### src/rtl/iter_div.sv
// Iterative 32-bit divider: one restoring radix-2 step per clock, signed or unsigned.
// result_o = {remainder, quotient}; divide-by-zero gives all-ones quotient, dividend remainder.
module iter_div (
   input  logic        clk,
   input  logic        resetn,
   input  logic        signed_div_i,
   input  logic [31:0] opdata1_i,
   input  logic [31:0] opdata2_i,
   input  logic        start_i,
   input  logic        annul_i,
   output logic [63:0] result_o,
   output logic        ready_o
);

   typedef enum logic [1:0] {IDLE, DIVZERO, BUSY, DONE} state_e;

   state_e      state_q, state_d;
   logic [5:0]  cnt_q, cnt_d;
   logic [31:0] dvd_q, dvd_d;   // dividend shifts out MSB-first, quotient bits shift in
   logic [31:0] dvs_q, dvs_d;
   logic [31:0] rem_q, rem_d;
   logic        negq_q, negq_d, negr_q, negr_d;
   logic [63:0] res_q, res_d;

   logic [31:0] abs1, abs2;
   logic [32:0] shifted, trial;

   always_comb begin
      abs1    = (signed_div_i && opdata1_i[31]) ? -opdata1_i : opdata1_i;
      abs2    = (signed_div_i && opdata2_i[31]) ? -opdata2_i : opdata2_i;
      shifted = {rem_q, dvd_q[31]};
      trial   = shifted - {1'b0, dvs_q};

      state_d = state_q;
      cnt_d   = cnt_q;
      dvd_d   = dvd_q;
      dvs_d   = dvs_q;
      rem_d   = rem_q;
      negq_d  = negq_q;
      negr_d  = negr_q;
      res_d   = res_q;

      case (state_q)
         IDLE: begin
            if (start_i && !annul_i) begin
               negq_d = signed_div_i & (opdata1_i[31] ^ opdata2_i[31]);
               negr_d = signed_div_i & opdata1_i[31];
               dvs_d  = abs2;
               rem_d  = 32'h0;
               cnt_d  = 6'd0;
               if (opdata2_i == 32'h0) begin
                  // raw dividend kept: the zero-divisor remainder ignores signedness
                  dvd_d   = opdata1_i;
                  state_d = DIVZERO;
               end else begin
                  dvd_d   = abs1;
                  state_d = BUSY;
               end
            end
         end
         DIVZERO: begin
            if (annul_i) state_d = IDLE;
            else begin
               res_d   = {dvd_q, 32'hFFFF_FFFF};
               state_d = DONE;
            end
         end
         BUSY: begin
            if (annul_i) state_d = IDLE;
            else begin
               rem_d = trial[32] ? shifted[31:0] : trial[31:0];
               dvd_d = {dvd_q[30:0], ~trial[32]};
               cnt_d = cnt_q + 6'd1;
               if (cnt_q == 6'd31) begin
                  res_d   = {negr_q ? -rem_d : rem_d, negq_q ? -dvd_d : dvd_d};
                  state_d = DONE;
               end
            end
         end
         default: state_d = IDLE;
      endcase
   end

   always_ff @(posedge clk or negedge resetn) begin
      if (!resetn) begin
         state_q <= IDLE;
         cnt_q   <= 6'd0;
         dvd_q   <= 32'h0;
         dvs_q   <= 32'h0;
         rem_q   <= 32'h0;
         negq_q  <= 1'b0;
         negr_q  <= 1'b0;
         res_q   <= 64'h0;
      end else begin
         state_q <= state_d;
         cnt_q   <= cnt_d;
         dvd_q   <= dvd_d;
         dvs_q   <= dvs_d;
         rem_q   <= rem_d;
         negq_q  <= negq_d;
         negr_q  <= negr_d;
         res_q   <= res_d;
      end
   end

   assign result_o = res_q;
   assign ready_o  = (state_q == DONE);

endmodule

### config.mk
export PLATFORM = sky130hd
export DESIGN_NAME = iter_div
export DESIGN_NICKNAME = d
export VERILOG_FILES = /design/src/rtl/iter_div.sv
export SDC_FILE = /design/constraint.sdc
export NUM_CORES = 1
export LEC_CHECK = 0
export ABC_AREA = 1
export BUFFER_PORTS_ARGS = -buffer_cell sky130_fd_sc_hd__clkbuf_2
export CORE_UTILIZATION = 55
export CTS_BUF_LIST = sky130_fd_sc_hd__clkbuf_8
export DETAILED_ROUTE_END_ITERATION = 7
export GPL_TIMING_DRIVEN = 0
export PLACE_DENSITY = 0.78
export SLEW_MARGIN = 20
export SYNTH_ARGS = -nofsm -noshare
export SYNTH_HDL_FRONTEND = slang
export SYNTH_SLANG_ARGS = --single-unit
### constraint.sdc
create_clock -name clk -period 3.8 [get_ports clk]
set_input_delay 0.57 -clock clk [delete_from_list [all_inputs] [get_ports clk]]
set_output_delay 0.57 -clock clk [all_outputs]
set_load 0.01 [all_outputs]
== Word level (Yosys, flattened, before mapping) ==
Cells that the tools add are included.

* Add/subtract/negate cells: 6
* Equality and inequality tests: 9
* Mux-type cells: 25
* Bitwise operators: 4
* Reduce and logical (&&, ||, !) cells: 12

{| class="wikitable"
|+ Operators by type and width
! operator !! count
|-
| 32-bit two-way mux || 10
|-
| 64-bit two-way mux || 3
|-
| 32-bit negation || 4
|-
| 32-bit one-hot mux with 2 select lines || 2
|-
| 64-bit one-hot mux with 2 select lines || 1
|-
| 33-bit by 32-bit subtractor with 33-bit output || 1
|-
| 32-bit zero test || 1
|-
| 6-bit two-way mux || 2
|-
| 6-bit one-hot mux with 2 select lines || 1
|-
| 2-bit two-way mux || 5
|-
| 2-bit != test (second input constant) || 4
|-
| 6-bit by 1-bit adder with 6-bit output (second input constant) || 1
|-
| 6-bit by 5-bit == test with 1-bit output (second input constant) || 1
|-
| 2-bit one-hot mux with 3 select lines || 1
|-
| 2-bit == test (second input constant) || 2
|-
| 2-bit AND reduction || 2
|-
| 4-bit AND reduction || 1
|-
| 2-bit nonzero test || 2
|-
| 1-bit logical AND || 3
|-
| 3-bit != test (second input constant) || 1
|-
| 3-bit AND reduction || 1
|-
| 1-bit AND || 2
|-
| 2-bit by 1-bit == test with 1-bit output (second input constant) || 1
|-
| 2-bit zero test || 1
|-
| other kinds (3) || 3
|}

* Register bits: 170
* Output and inout port bits: 65

== Depth between registers and ports, before layout ==
* Depth after elaboration: 7
* Mapped depth: 33

== Worst setup path after synthesis ==
No wires, ideal clock.

* Path type: flip-flop to flip-flop
* Start: register dvd_q[31]
* End: register res_q[30], in the netlist result_o[30]
* Arrival time: 3.673 ns
* Setup slack: 0.000 ns
* Stages on the path, launching flop included: 32
* Clock period less this slack: 3.800 ns
* Path through: dfrtp_1 -> inv_1 -> ha_1 -> fa_1 -> inv_1 -> nand2_1 -> nand2_1 -> nand3_1 -> nand2_2 -> nand2_2 -> nand2_4 -> nand2_4 -> nand2_4 -> nand2_4 -> nand2_4 -> buf_4 -> ha_1 -> inv_1 -> nor3_1 -> nand2_1 -> nor2_1 -> inv_1 -> nor2_1 -> inv_1 -> nor2_1 -> nand3_1 -> inv_1 -> nand3_1 -> o31ai_1 -> a31oi_1 -> o31ai_1 -> nand2_1

* Cells in the longest elaborated chain, start to end: 7

{| class="wikitable"
|+ Ends and longest elaborated chain
! item !! line !! RTL
|-
| start, declared || 19 || <nowiki>logic [31:0] dvd_q, dvd_d;</nowiki>
|-
| start signal, assigned || 97 || <nowiki>dvd_q <= dvd_d;</nowiki>
|-
| 33-bit by 32-bit subtractor with 33-bit output || 32 || <nowiki>trial = shifted - {1'b0, dvs_q};</nowiki>
|-
| 1-bit NOT || 72 || <nowiki>dvd_d = {dvd_q[30:0], ~trial[32]};</nowiki>
|-
| 32-bit negation || 75 || <nowiki>res_d = {negr_q ? -rem_d : rem_d, negq_q ? -dvd_d : dvd_d};</nowiki>
|-
| 32-bit two-way mux || 75 ||
|-
| 64-bit two-way mux || 74 || <nowiki>if (cnt_q == 6'd31) begin</nowiki>
|-
| 64-bit two-way mux || 69 || <nowiki>if (annul_i) state_d = IDLE;</nowiki>
|-
| 64-bit one-hot mux with 2 select lines || 43 || <nowiki>case (state_q)</nowiki>
|-
| end signal, assigned || 102 || <nowiki>res_q <= res_d;</nowiki>
|-
| end, declared || 23 || <nowiki>logic [63:0] res_q, res_d;</nowiki>
|}

Every way passes these cells. The select of a mux whose other input is x is not followed.
A chain may end at the register's enable or synchronous reset.

== Worst setup path in the final report ==
* Start: register dvs_q[31]
* End: register res_q[26], in the netlist result_o[26]

* Cells in the longest elaborated chain, start to end: 7

{| class="wikitable"
|+ Ends and longest elaborated chain
! item !! line !! RTL
|-
| start, declared || 20 || <nowiki>logic [31:0] dvs_q, dvs_d;</nowiki>
|-
| start signal, assigned || 98 || <nowiki>dvs_q <= dvs_d;</nowiki>
|-
| 33-bit by 32-bit subtractor with 33-bit output || 32 ||
|-
| 1-bit NOT || 72 ||
|-
| 32-bit negation || 75 ||
|-
| 32-bit two-way mux || 75 ||
|-
| 64-bit two-way mux || 74 ||
|-
| 64-bit two-way mux || 69 ||
|-
| 64-bit one-hot mux with 2 select lines || 43 ||
|}

Every way passes these cells. The select of a mux whose other input is x is not followed.

==> metrics.md <==
| Metric | Value |
|---|---|
| Syn_nets | 2,356 |
| Starting DRC count in detailed routing | 2,050 |
| Cells after synthesis | between 2,000 and 2,500 |
| Most common cell after layout, fill and taps aside | nand2_1 |
| Final hold violation count | 0 |
| Violated checks | setup timing |
| First-pass GRT wire length | about 80,000 microns |
| # clock sinks | 170 |
| CTS buffer count | 17 |
| RSZ-0062 raised after global routing | true |
| Least-Margin Pin Slew | 880 ps |
| Fillers | 2,278 |
| Commonest cells after routing, fill and taps aside | 686 x nand2_1, 278 x inv_1, 202 x nor2_1 |
| Max Clock Skew | 25.8 ps |
| Final HPWL from detailed placement | 40,000 microns |
| Met2 usage | between 60% and 70% |
| Final setup violating endpoints | 4 |
| Post-synthesis sequential area ratio | between 30% and 40% |
| Netlist cell types | 50 |
| Seq pwr share | 20.0% |
| Layout cells sized above 1 | roughly 18% |
| Vias in the first global route | 14,700 |
| Worst Path Max Fanout | 4 |
| Root Buffer | clkbuf_8 |
| Fin crit share | 101% |
| Synth Cell Area | roughly 0.014 sq mm |
| IO Pins | 134 |
| Input/output buffers | ~130 |
| P_leak | 8.58 nW |
| Area Growth Syn to Fin | 19.1% |
| GR Layer Usage met1 | 55.5% |
| Number of max-cap violations | 0 |
| Clock-pin slew on the worst setup and hold paths | 130 ps |
| CP dominant cell by count | inv_2 |
| Die Area | roughly 0.026 sq mm |
| Status | finished, violations left |
| Share of the synthesized area in the top cell type | ~30% |
| Post-route setup slack | -47.4 ps |
| Number of synthesized flops with an enable pin | 0 |
| Final std cells w/o fill | 2,799 |
| DP Area | roughly 0.015 sq mm |
| Drt drc | 0 |
| Vias per inst | 5.75 |
| Worst setup SP type | flip-flop |
| Core area | 0.0252 sq mm |
| Worst-Skew Late Latency | 500 ps |
| Dominant cell type by area after synthesis | dfrtp_1 |
| Starting Density | 56.1% |
| DIE HEIGHT | 162 microns |
| Finished Core Util | about 67% |
| Fraction of registers with async set/reset | between 90% and 100% |
| Final instance area | between 0.015 and 0.02 sq mm |
| Drt first pass iters | 6 |
| # placed instances | 2,709 |
| Gr usage total | between 30 and 40% |
| Max Root-Sink Buffers | 2 |
| Rel. slew slack | 41.3% |
| Switching share of power | 57.2% |
| CTS HTree Levels | 4 |
| CP arrival | 4260 ps |
| YS warnings | 0 |
| Main area contributors after synthesis | dfrtp_1 30%, nand2_1 19%, inv_1 7.9% |
| Final slew viol count | 0 |
| Critical Path RT | 4210 ps |
| Grt met3 use | 6.87% |
| P_int | roughly 7.1 mW |
| CTS tree | built |
| Setup Crit Path Kind | reg -> reg |
| Combinational share of power | 71.4% |
| Dominant synthesized flop cell | dfrtp_1 |
| PD cells | between 900 and 1000 mW/mm^2 |
| Setup TNS | -106 ps |
| Worst Setup End Kind | flip-flop |
| Clock Power Share | 8.6% |
| Die width | between 150 and 200 microns |
| Row count | between 50 and 60 |
| Total Wirelength | 52,000 microns |
| Routability Congestion | just over 1 |
| Grt total ovfl | 0 |
| Crit path time final | a little under 4000 ps |
| Nets@finish | 2,567 |
| Slowest CP cell | dfrtp_1 |
| Global route hottest layer | met2 |
| Vias after detailed routing | 16,100 |
| Largest net degree at the start of global routing | 92 |
| Synth Register Bits | 170 |
| Worst vdd ir | 446 uV |
| Switching power | approximately 9.5 mW |
| Initial antenna violation count | 0 |
| CP max stage delay | about 380 ps |
| HP Class | in -> async |
| WL/cell | 18.6 microns |
| Power, Total | 16.6 mW |
| Number of diodes | 0 |
| Flop2flop setup slack | -50 ps |
| Mean Syn Cell Area | about 6.3 sq um |
| Post-route ant nets | 0 |
| Max Clk Rate | 0.260 GHz |
## routing by layer
metal | vias to the layer above | wire length, microns
met2 | 892 | 22800
met3 | 130 | 5190
met1 | 7454 | 22200
met4 | 0 | 1780
met5 | - | 0
li1 | 7618 | -
## cell type report
cell class | count | area (sq um) | share of cell area [%]
inverter | 310 | 1170 | 6.95
clock inverter | 14 | 174 | 1.03
clock buffer | 18 | 248 | 1.47
buffer | 75 | 370 | 2.20
multi-input combinational | 1690 | 9040 | 53.7
tap | 330 | 413 | 2.45
timing repair buffer | 192 | 1150 | 6.85
sequential | 170 | 4250 | 25.3
## timing repair
| item | in CTS | in global routing |
|---|---|---|
| setup buffers | 46 | 15 |
| pin swaps | 19 | 56 |
| resized for setup | 48 | 106 |
| hold buffers | 0 | 0 |
| setup endpoints to repair | 18 | 40 |
| cloned | 0 | 0 |
## power groups by stage
stage | registers (mW) | clock network, mW | logic (mW)
2_1_floorplan | 3.22 | 0 | 6.93
3_3_place_gp | 3.24 | 0 | 9.92
5_1_grt | 3.38 | 1.48 | 12.9
6_report | 3.32 | 1.43 | 11.8
4_1_cts | 3.25 | 1.41 | 10.7
3_5_place_dp | 3.26 | 0 | 10.1
## path summary, 6_finish.rpt
path | startpoint | to | cells after the start
min in group clk | opdata2_i[27] | dvs_q[27]$_DFFE_PN0P_ | 3
max in group asynchronous | resetn | dvd_q[8]$_DFFE_PN0P_ | 2
min reg2reg | result_o[46]$_DFFE_PN0P_ | result_o[46]$_DFFE_PN0P_ | 2
max reg2reg | dvs_q[31]$_DFFE_PN0P_ | result_o[26]$_DFFE_PN0P_ | 29
max | dvs_q[31]$_DFFE_PN0P_ | result_o[26]$_DFFE_PN0P_ | 29
min | resetn | rem_q[18]$_DFFE_PN0P_ | 1
## sequential cells by signal, summed over array words and instances (netlist names)
register,count
dvs_q,32
state_q,2
cnt_q,6
result_o,64
negq_q,1
dvd_q,32
negr_q,1
rem_q,32
## kinds of logic (layout without fill, tap and decap cells)
logic type / Yosys count / after routing / share of synthesized area [%]
compound gates: 390 / 390 / 15.1
xor+xnor: 68 / 68 / 4.22
fa+ha+maj: 42 / 42 / 3.77
buf+inv: 385 / 609 / 10.8
flops: 170 / 170 / 30.1
simple gates: 1190 / 1190 / 36.0
## synth_stat cells, types with 2 or more instances
| master | n |
|---|---|
| nand2_8 | 2 |
| o21ai_2 | 5 |
| buf_6 | 6 |
| nand3b_1 | 9 |
| nor3_2 | 2 |
| a21oi_1 | 93 |
| nand2_4 | 7 |
| o21ai_0 | 196 |
| and3_1 | 3 |
| nor3_1 | 30 |
| xor2_1 | 53 |
| xnor2_1 | 15 |
| nand3_2 | 4 |
| nor4_1 | 7 |
| dfrtp_1 | 170 |
| a31oi_1 | 18 |
| o21bai_1 | 3 |
| nor2_1 | 213 |
| buf_4 | 4 |
| ha_1 | 41 |
| o211ai_1 | 9 |
| nand2_1 | 711 |
| buf_2 | 3 |
| inv_1 | 298 |
| inv_2 | 8 |
| clkbuf_1 | 51 |
| nand4_1 | 26 |
| nand3_1 | 122 |
| or2_2 | 8 |
| nand3_4 | 2 |
| o21ai_1 | 13 |
| buf_1 | 10 |
| o22ai_1 | 36 |
| o221ai_1 | 5 |
| o31ai_1 | 5 |
| nor2_4 | 3 |
| nand2_2 | 25 |
| o32ai_1 | 2 |
| clkinv_1 | 4 |
| a21o_1 | 2 |
| nor2_2 | 12 |
## worst max-delay path, delay by kind of cell, from the launching register on
family	cells	cell delay, ps
DFF	1	380
and+or+nand+nor	14	1400
adders and majority gates	2	470
AOI/OAI and AO/OA	3	480
buffers and inverters	10	1020
## stage by stage
stage / hold slack [ps] / worst slack [ps]
6_report: 126 / -47.4
5_1_grt: 159 / -282
4_1_cts: 148 / -112
3_5_place_dp: 465 / -1040
3_3_place_gp: 461 / -997
2_1_floorplan: 274 / 81.1
(Power assumes the default switching activity.)
